[src/rtl/lif_spike_window.sv]
// lif_spike_window: counts LIF neuron spikes over a programmable window of
// timesteps and queues each completed window count in a small FIFO that the
// readout logic drains through a valid/ready port.
//
// Optional feature macro: LIF_SPIKE_WINDOW_INDEX_EN
//   Adds an 8-bit window index stored alongside each count and presented on
//   out_index, so the consumer can detect windows lost to a full FIFO.
//
// state | meaning
// ------+--------------------------------------------------------------
// IDLE  | not windowing; step_valid/spike_in ignored; FIFO still drains
// RUN   | counting spikes per step; window end pushes count into FIFO
module lif_spike_window #(
  parameter int COUNT_BITS  = 8,
  parameter int WINDOW_BITS = 8,
  parameter int FIFO_DEPTH  = 4
) (
  input  logic                   clk,
  input  logic                   rst_n,
  input  logic                   start,
  input  logic                   stop,
  input  logic [WINDOW_BITS-1:0] window_len,
  input  logic                   step_valid,
  input  logic                   spike_in,
  output logic [COUNT_BITS-1:0]  out_data,
  output logic                   out_valid,
  input  logic                   out_ready,
  output logic                   dropped,
  output logic                   busy
`ifdef LIF_SPIKE_WINDOW_INDEX_EN
  ,
  output logic [7:0]             out_index
`endif
);

  localparam int AW    = $clog2(FIFO_DEPTH);
  localparam int PTR_W = AW + 1;
`ifdef LIF_SPIKE_WINDOW_INDEX_EN
  localparam int ENTRY_W = COUNT_BITS + 8;
`else
  localparam int ENTRY_W = COUNT_BITS;
`endif

  localparam logic [WINDOW_BITS-1:0] LEN_ONE = WINDOW_BITS'(1);
  localparam logic [PTR_W-1:0]       PTR_ONE = PTR_W'(1);

  typedef enum logic {IDLE = 1'b0, RUN = 1'b1} state_t;

  state_t                 state, state_next;
  logic [WINDOW_BITS-1:0] len;
  logic [WINDOW_BITS-1:0] step_cnt;
  logic [COUNT_BITS-1:0]  spike_cnt;
  logic [COUNT_BITS-1:0]  spike_cnt_next;
  logic                   restart;
  logic                   run_step;
  logic                   win_end;

  logic [ENTRY_W-1:0]     mem [FIFO_DEPTH];
  logic [PTR_W-1:0]       wr_ptr, rd_ptr;
  logic                   fifo_empty, fifo_full;
  logic                   pop, push_ok, push_drop;
  logic [ENTRY_W-1:0]     push_word;
  logic [ENTRY_W-1:0]     head_word;

`ifdef LIF_SPIKE_WINDOW_INDEX_EN
  logic [7:0]             win_idx;
`endif

  // State register.
  always_ff @(posedge clk or negedge rst_n) begin
    if (!rst_n) state <= IDLE;
    else        state <= state_next;
  end

  // Next-state and per-cycle control decode; stop wins over start, and a
  // start pulse takes precedence over a step arriving in the same cycle.
  always_comb begin
    state_next     = state;
    restart        = start && !stop;
    run_step       = 1'b0;
    win_end        = 1'b0;
    spike_cnt_next = spike_cnt;
    busy           = (state == RUN);
    case (state)
      IDLE: if (restart) state_next = RUN;
      RUN: begin
        if (stop) state_next = IDLE;
        run_step = step_valid && !start && !stop;
        if (spike_in && (spike_cnt != {COUNT_BITS{1'b1}}))
          spike_cnt_next = spike_cnt + COUNT_BITS'(1);
        win_end = run_step && (step_cnt == len - LEN_ONE);
      end
      default: state_next = IDLE;
    endcase
  end

  // Window length latch and step/spike counters.
  always_ff @(posedge clk or negedge rst_n) begin
    if (!rst_n) begin
      len       <= LEN_ONE;
      step_cnt  <= '0;
      spike_cnt <= '0;
    end else if (restart) begin
      len       <= (window_len == '0) ? LEN_ONE : window_len;
      step_cnt  <= '0;
      spike_cnt <= '0;
    end else if (state == RUN && stop) begin
      step_cnt  <= '0;
      spike_cnt <= '0;
    end else if (run_step) begin
      if (win_end) begin
        step_cnt  <= '0;
        spike_cnt <= '0;
      end else begin
        step_cnt  <= step_cnt + LEN_ONE;
        spike_cnt <= spike_cnt_next;
      end
    end
  end

`ifdef LIF_SPIKE_WINDOW_INDEX_EN
  // Window index advances on every window end, pushed or dropped.
  always_ff @(posedge clk or negedge rst_n) begin
    if (!rst_n)       win_idx <= '0;
    else if (restart) win_idx <= '0;
    else if (win_end) win_idx <= win_idx + 8'd1;
  end

  assign push_word = {win_idx, spike_cnt_next};
  assign out_index = head_word[ENTRY_W-1:COUNT_BITS];
`else
  assign push_word = spike_cnt_next;
`endif

  assign fifo_empty = (wr_ptr == rd_ptr);
  assign fifo_full  = (wr_ptr[AW-1:0] == rd_ptr[AW-1:0]) && (wr_ptr[AW] != rd_ptr[AW]);
  assign out_valid  = !fifo_empty;
  assign pop        = out_valid && out_ready;
  // A full FIFO still accepts a push when the head leaves in the same cycle.
  assign push_ok    = win_end && (!fifo_full || pop);
  assign push_drop  = win_end && fifo_full && !pop;
  assign head_word  = mem[rd_ptr[AW-1:0]];
  assign out_data   = head_word[COUNT_BITS-1:0];

  // FIFO storage and pointers; storage is cleared so out_data reads 0 after reset.
  always_ff @(posedge clk or negedge rst_n) begin
    if (!rst_n) begin
      wr_ptr <= '0;
      rd_ptr <= '0;
      for (int i = 0; i < FIFO_DEPTH; i++) mem[i] <= '0;
    end else begin
      if (push_ok) begin
        mem[wr_ptr[AW-1:0]] <= push_word;
        wr_ptr              <= wr_ptr + PTR_ONE;
      end
      if (pop) rd_ptr <= rd_ptr + PTR_ONE;
    end
  end

  // Sticky drop flag, cleared only by start or reset.
  always_ff @(posedge clk or negedge rst_n) begin
    if (!rst_n)         dropped <= 1'b0;
    else if (restart)   dropped <= 1'b0;
    else if (push_drop) dropped <= 1'b1;
  end

endmodule

[config.mk]
export PLATFORM = sky130hd
export DESIGN_NAME = lif_spike_window
export DESIGN_NICKNAME = d
export VERILOG_FILES = /design/src/rtl/lif_spike_window.sv
export SDC_FILE = /design/constraint.sdc
export NUM_CORES = 1
export LEC_CHECK = 0
export CORE_ASPECT_RATIO = 1.1
export CORE_MARGIN = 2
export CORE_UTILIZATION = 63
export DETAILED_ROUTE_END_ITERATION = 8
export PLACE_DENSITY_LB_ADDON = 0.2
export SLEW_MARGIN = 40
export SYNTH_ARGS = -nofsm -noshare
export SYNTH_HDL_FRONTEND = slang
export SYNTH_SLANG_ARGS = --single-unit
[constraint.sdc]
create_clock -name clk -period 4.3 [get_ports clk]
set_clock_uncertainty 0.2 [all_clocks]
set_input_delay 0.86 -clock clk [delete_from_list [all_inputs] [get_ports clk]]
set_output_delay 0.86 -clock clk [all_outputs]
set_load 0.05 [all_outputs]
After elaboration in Yosys (flattened, before gate mapping). Index checks and enable logic that the tools add are counted.

Register bits: 64. Output and inout bits: 11. Logic and storage cells: 72. Input bits: 15.

Bitwise logic cells: 3. Add/sub/neg operators: 5. Reduce and logical (&&, ||, !) cells: 21. $lt $le $gt $ge: 3. Eq/ne operators: 5. Multiplexer cells: 24.

Operators by type and width (count): $mux W8 (14); $bwmux W32 (1); $add A8 B1 Y8 const B (2); $bmux W8 S2 (1); $demux W8 S2 (1); $logic_and A1 B1 Y1 (12); $eq A8 B8 Y1 (1); $logic_not A8 Y1 (1); $ne A8 B8 Y1 const B (1); $sub A8 B1 Y8 const B (1); $add A3 B1 Y3 const B (2); $ge A3 B3 Y1 const B (2); $mux W1 (6); $not A2 Y3 (2); $logic_not A1 Y1 (5); $eq A3 B3 Y1 (1); $lt A3 B1 Y1 const B (1); $reduce_bool A3 Y1 (1); $eq A2 B2 Y1 (1); $pmux W1 S2 (1); $reduce_bool A2 Y1 (1); $logic_or A1 B1 Y1 (1); $ne A1 B1 Y1 (1); $not A1 Y1 (1).

Depth between registers and ports, before layout. Gate-level depths: netlist of run 1.

Depth after elaboration: 9. Gate-level depth with buffers: 9. Depth with buffers taken out: 8.

Least setup slack after synthesis of run 1. No wires, ideal clock.

Path kind: input -> register. Start: input stop. End: register wr_ptr[1]. Cell stages on the path: 7. Data arrival time: 2.329 ns. Slack: 1.644 ns. Path through: nand4bb_1 -> clkbuf_1 -> nor3_1 -> and4_1 -> buf_6 -> and3_1 -> mux2_1.

Cells in the longest elaborated chain, start to end: 5.

Ends and longest elaborated chain: from (decl) (RTL line 21) `input logic stop,`; $logic_not A1 Y1 (RTL line 88) `run_step = step_valid && !start && !stop;`; $logic_and A1 B1 Y1 (RTL line 88); $logic_and A1 B1 Y1 (RTL line 91) `win_end = run_step && (step_cnt == len - LEN_ONE);`; $mux W1 (RTL line 84) `case (state)`; $logic_and A1 B1 Y1 (RTL line 140) `assign push_ok = win_end && (!fifo_full || pop);`; to (signal assigned) (RTL line 154) `wr_ptr <= wr_ptr + PTR_ONE;`; to (decl) (RTL line 59) `logic [PTR_W-1:0] wr_ptr, rd_ptr;`.

No other way between the ends. A chain may end at the register's enable or synchronous reset.

Final worst setup path of run 1.
Start: register rd_ptr[0]. End: output out_data[1].

Cells in the longest elaborated chain, start to end: 4.

Ends and longest elaborated chain: from (decl) (RTL line 59); from (signal assigned) (RTL line 156) `if (pop) rd_ptr <= rd_ptr + PTR_ONE;`; $not A2 Y3 (implied by the code) (RTL line 142) `assign head_word = mem[rd_ptr[AW-1:0]];`; $bmux W8 S2 (RTL line 142); $mux W8 (implied by the code) (2 in series) (RTL line 142); to (decl) (RTL line 25) `output logic [COUNT_BITS-1:0] out_data,`.

No other way between the ends. The select of a mux whose other input is x is not followed.

==> flow_summary.yaml, run 1 <==
status:
  status: "complete, no violations"
cts:
  cts_made_buffers: 9
  clock-sinks: 64
  cts_setup_buffers: 0
  ctsRootBufferMaster: "clkbuf_8"
  cts_tree: "built"
  ctsResizeCount: 0
  cts_buffer_depth: 2
  h-tree-depth: 3
  path_clk_slew_ns: 0.08
  ctsHoldBuffers: 0
  clkLatencyLatePin_ns: 0.34
floorplanning:
  initial_core_util: 0.641
  coreArea_sq_um: 5290
  num_rows: 28
  die_w_um: 74.0
  die_h_um: 81.0
  dieArea_sq_um: 5990
  io-pin-count: 26
critical_path:
  cp_max_fo: 11
  critical_path.cell_chain: "mux4_2 -> clkdlybuf4s50_1"
  required_ns: 3.24
  crit_path_end_kind: "output port"
  crit_slowest_cell: "dfrtp_1"
  crit_arrival_ns: 2.40
  crit_type: "flop to output port"
  startpoint_type: "flop"
  cpPeakStageDelay_ns: 0.75
pwr:
  power_density_nw_per_um2: 375
  ir_worst_vdd_mv: 0.232
  finalPower_uw: 1490
  p_leak_uw: 0.00175
layout:
  area_growth_pct: 16.7
  antenna_cells: 0
  regArea_sq_um: 1600
  drive_gt1_frac: 0.178
  nNetsFinal: 333
  multiInputGateArea_sq_um: 1720
  fillers: 341
yosys:
  synth_cells: 277
  ys_seq_area_frac: 0.473
  ys_seq_elements: 64
  syn_nets: 300
  yosysWarnings: 0
  synthesis.area_sq_um: 3390
  synth.distinct_cells: 50
  synthMuxAreaShare: 0.189
  synth_compound_area_frac: 0.0863
  yosys.area_share.simple: 0.144
  synth_area_leaders: "dfrtp_1, mux2_1, mux2_2"
  synth_enable_flop_cells: 0
  synth-main-ff-cell: "dfrtp_1"
  synth_xor_area_frac: 0.0594
  synth_area_leader_cell: "dfrtp_1"
  synth_top_family_by_area: "multiplexers"
  synth_top_area_share: 0.465
  ys_async_sr_fraction: 1.00
  avgSynthCellArea_sq_um: 12.2
  synth_fa_ha_area_frac: 0.0295
global_routing:
  grt_pass1_wl_um: 11000
  grt_pass1_vias: 2373
  grt_use_total: 0.248
  antenna_found_initial: 0
  grt_start_max_net_pins: 27
  overflow: 0
route:
  vias: 2285
  wl_per_cell_um: 16.7
  drc: 0
  first_pass_iters: 4
  drt-total-wl_um: 6520
  drt_iter0_drc: 121
  vias_per_cell: 5.86
  ant_nets: 0
timing:
  worst_pin_slew_ns: 0.793
  setup_viol: 0
  finalHoldViolCount: 0
  timing.final.crit_share: 0.804
  drv_slew: 0
  grt_setup_unrepaired: "no"
  timing.fmax_mhz: 289
  max_slew_margin: 0.470
  fin_tns_setup_ns: 0
  min_period_ns: 3.46
placed_design:
  place.gp.congestion: 0.832
  hpwl_um: 4780
  io_buffers: 25
job:
  maxCapViolCount: 0
worst_hold_path:
  hold_class: "input pin to async pin"
==> synthesized netlist by cell type, types with 3 or more instances <==
cell,instances
nand4_1,3
clkbuf_1,5
nor2_1,8
inv_1,5
xnor2_1,22
a32o_1,6
nand4_4,3
dfrtp_1,63
mux2_2,18
o31ai_1,3
o211ai_1,4
nand2_1,29
nand2b_1,5
o21ai_0,8
and3_1,3
a2111o_1,4
mux2_1,22
ha_1,8
a21o_1,3
nor2b_1,5
mux4_2,8
nand3_1,7
==> worst max-delay path: cells and delay by family, from the launching register on <==
| family | cells | cell delay, ns |
|---|---|---|
| buffers and inverters | 1 | 0.72 |
| muxes | 1 | 0.58 |
| DFF | 1 | 0.75 |
==> cell type report <==
class / count / share of cell area
sequential: 64 / 0.405
multi-input combinational: 199 / 0.435
tap: 75 / 0.0237
timing repair buffer: 31 / 0.0784
inverter: 5 / 0.00474
clock buffer: 10 / 0.0322
clock inverter: 6 / 0.0212
==> kinds of logic (layout without fill, tap and decap cells) <==
kind of cell / count (synthesis) / after routing
adders and majority gates: 8 / 8
muxes: 49 / 49
AOI/OAI and AO/OA: 37 / 37
and+or+nand+nor: 82 / 82
buffers and inverters: 14 / 52
DFF: 64 / 64
xor gates and xnor gates: 23 / 23
==> through the flow <==
step,instance area [sq um],util,hold WS (ns),std cells,setup slack [ns]
after floorplan,3390,-,0.259,277,1.64
after global placement,3720,0.703,0.268,373,0.744
after detailed placement,3750,0.709,0.281,374,0.630
after CTS,3960,0.749,0.271,390,0.797
after global routing,3960,0.749,0.295,390,0.717
final,3960,0.749,0.262,390,0.844
==> cells in the final DEF, fill, tap and decap left out, types with 2 or more instances in the layout <==
cell / instances
clkdlybuf4s50_1: 24
a2111o_1: 4
nor2_1: 8
mux4_2: 8
dfrtp_1: 63
mux2_2: 18
o211ai_1: 4
or3_1: 2
ha_1: 8
o31ai_1: 3
and3_1: 3
and4_1: 2
or2_1: 2
buf_4: 5
and2_1: 2
nand2b_1: 5
o21ai_0: 8
a221oi_1: 2
nand4_1: 3
a31oi_1: 2
nand3_1: 7
mux2_1: 22
nor2b_1: 5
clkinv_2: 3
a21o_1: 3
nand4_4: 3
inv_1: 5
bufinv_16: 2
xnor2_1: 22
a32o_1: 6
clkbuf_8: 9
nand2_1: 29
==> path summary, 6_finish.rpt <==
| kind | startpoint | to | slack (ns) | cells after the start |
|---|---|---|---|---|
| hold / removal | rst_n | rd_ptr[0]$_DFFE_PN0P_ | 0.26 | 1 |
| hold reg to reg | mem[18]$_DFFE_PN0P_ | mem[18]$_DFFE_PN0P_ | 0.29 | 1 |
| max in group asynchronous | rst_n | spike_cnt[6]$_DFFE_PN0P_ | 2.91 | 2 |
| setup reg to reg | len[0]$_DFFE_PN1P_ | mem[0]$_DFFE_PN0P_ | 1.18 | 7 |
| min in group clk | mem[18]$_DFFE_PN0P_ | mem[18]$_DFFE_PN0P_ | 0.29 | 1 |
| setup / recovery | rd_ptr[0]$_DFFE_PN0P_ | out_data[1] | 0.84 | 2 |
==> flip-flops by register name (all words and copies together), names as in the netlist <==
signal and count:
rd_ptr 3, mem 32, busy 1, len 8, spike_cnt 8, dropped 1, step_cnt 8, wr_ptr 3
==> power breakdown <==
group	switching, uW	internal (uW)
Sequential	68.6	631
Clock	233	324
Combinational	112	118
==> layer usage <==
metal | vias to the layer above | share of wire | wire length, um | GRT usage
met5 | - | 0 | 0 | 0
met4 | 0 | 0.021 | 138 | 0.118
met3 | 12 | 0.026 | 172 | 0.0484
met2 | 45 | 0.51 | 3320 | 0.421
met1 | 1134 | 0.44 | 2890 | 0.303
li1 | 1094 | - | - | -
No activity file was read; power rests on OpenSTA's default activity.
==> inputs of run 2 (changes only) <==
--- a/config.mk
+++ b/config.mk
@@ -7,7 +7,7 @@
 export LEC_CHECK = 0
 export CORE_ASPECT_RATIO = 1.1
 export CORE_MARGIN = 2
-export CORE_UTILIZATION = 63
+export CORE_UTILIZATION = 58
 export DETAILED_ROUTE_END_ITERATION = 8
 export PLACE_DENSITY_LB_ADDON = 0.2
 export SLEW_MARGIN = 40
==> constraint.sdc (replaced) <==
create_clock -name clk -period 3.3 [get_ports clk]
set_clock_uncertainty 0.2 [all_clocks]
set_input_delay 0.66 -clock clk [delete_from_list [all_inputs] [get_ports clk]]
set_output_delay 0.66 -clock clk [all_outputs]
set_load 0.05 [all_outputs]
==> run 2 against run 1 <==
Critical path depth unchanged. Die area up 8.2%. Worst hold slack got worse by 0.074 ns. First-iteration DRC count down 11%. Cell count increased by 1.0%. Register-to-register slack worse by 0.73 ns. Cell area decreased by 0.92%. Critical path type unchanged. Largest power group unchanged.
==> flow_summary.yaml, run 2 (synthesis gave the netlist of run 1 again) <==
critical_path:
  crit_path_end_kind: "output port"
  crit_arrival_ns: 2.17
  reg2reg_slack_ns: 0.45
  crit_type: "flop to output port"
  startpoint_type: "flop"
  cp_max_fo: 9
  required_ns: 2.44
layout:
  area_growth_pct: 15.7
  final_common_cell: "dfrtp_1"
  mostFrequentLayoutCells: "dfrtp_1, nand2_1, clkdlybuf4s50_1"
  stdcell_area_sq_um: 3920
  antenna_cells: 0
  largest-register: "mem"
  nNetsFinal: 335
  drive_gt1_frac: 0.189
  utilization: 0.689
  largest_register_ffs: 32
timing:
  drv_slew: 0
  timing.fmax_mhz: 330
  min_period_ns: 3.03
  finalHoldViolCount: 0
  setup_ws_ns: 0.272
  timing.final.crit_share: 0.918
  grt_setup_unrepaired: "no"
  fin_tns_setup_ns: 0
  setup_viol: 0
  worst_pin_slew_ns: 0.629
  whs_ns: 0.188
  max_slew_margin: 0.581
cts:
  cts_tree: "built"
  h-tree-depth: 3
  clock-sinks: 64
  ctsRootBufferMaster: "clkbuf_8"
  cts_made_buffers: 9
  clkLatencyLatePin_ns: 0.35
  cts_buffer_depth: 2
  path_clk_slew_ns: 0.07
floorplanning:
  io-pin-count: 26
  die_w_um: 76.9
  die_h_um: 84.2
  coreArea_sq_um: 5700
  num_rows: 29
  initial_core_util: 0.595
  dieArea_sq_um: 6480
global_routing:
  grt_pass1_vias: 2386
  overflow: 0
  grt_use_total: 0.230
  grt_pass1_wl_um: 11500
  grt_start_max_net_pins: 65
  antenna_found_initial: 0
route:
  drc: 0
  vias_per_cell: 5.84
  drt-total-wl_um: 6490
  vias: 2301
  drt_iter0_drc: 108
  ant_nets: 0
  first_pass_iters: 4
  wl_per_cell_um: 16.5
pwr:
  ir_worst_vdd_mv: 0.338
  power_density_nw_per_um2: 462
  p_leak_uw: 0.00173
placed_design:
  placed_area_sq_um: 3750
  hpwl_um: 4720
  io_buffers: 25
  dpl_worst_slack_ns: 0.220
  place.gp.congestion: 0.832
worst_hold_path:
  hold_class: "input pin to async pin"
job:
  maxCapViolCount: 0
status:
  status: "complete, no violations"
## run 2: cell count changes in the layout (fill, tap and decap cells not counted)
cell        before  now
bufinv_16        2    0
clkinv_4         1    3
clkinvlp_4       0    1
dfrtp_1         63   62
clkbuf_1         1    0
dfrtp_2          0    1
buf_6            0    1
buf_16           1    0
buf_4            5    7
## run 2: path summary, 6_finish.rpt
path / startpoint / endpoint / cells after the start
min in group clk: rd_ptr[2]$_DFFE_PN0P_ / rd_ptr[2]$_DFFE_PN0P_ / 1
worst min-delay path: rst_n / rd_ptr[1]$_DFFE_PN0P_ / 2
worst max-delay path: rd_ptr[0]$_DFFE_PN0P_ / out_data[0] / 2
worst min register to register: rd_ptr[2]$_DFFE_PN0P_ / rd_ptr[2]$_DFFE_PN0P_ / 1
worst max register to register: len[0]$_DFFE_PN1P_ / mem[11]$_DFFE_PN0P_ / 8
max in group asynchronous: rst_n / rd_ptr[0]$_DFFE_PN0P_ / 2
## run 2: per-stage QoR
step / cells / power (uW)
after floorplan: 277 / 1140
after global placement: 378 / 1230
after detailed placement: 378 / 1230
after CTS: 394 / 1820
after global routing: 394 / 1900
final: 394 / 1810
## run 2: power by group
group          internal, uW  switching (uW)  total, uW
clock network           271             325        597
registers               823            84.1        907
logic                   160             149        308
total                  1250             558       1810
## run 2: area by class of cell
class,count,area (sq um)
Fill cell,432,1770
Multi-Input combinational cell,199,1720
Sequential cell,64,1600
Timing Repair Buffer,33,309
Clock buffer,9,124
Tap cell,77,96.3
Clock inverter,7,48.8
Inverter,5,18.8
## run 2: what timing repair did
| item | CTS | global route |
|---|---|---|
| hold buffers | 0 | 0 |
| setup endpoints to repair | 0 | 5 |
| gates resized for setup | 0 | 1 |
| buffers inserted | 0 | 0 |
## run 2: worst max-delay path: stages, from the launching register on
cell and delay [ns]:
dfrtp_2 0.55, mux4_2 0.55, clkdlybuf4s50_1 0.71
## run 2: per-layer routing
layer / track usage / part of all wire
met3: 0.0484 / 0.026
met5: 0 / 0
met1: 0.283 / 0.43
met2: 0.394 / 0.53
met4: 0.0975 / 0.019
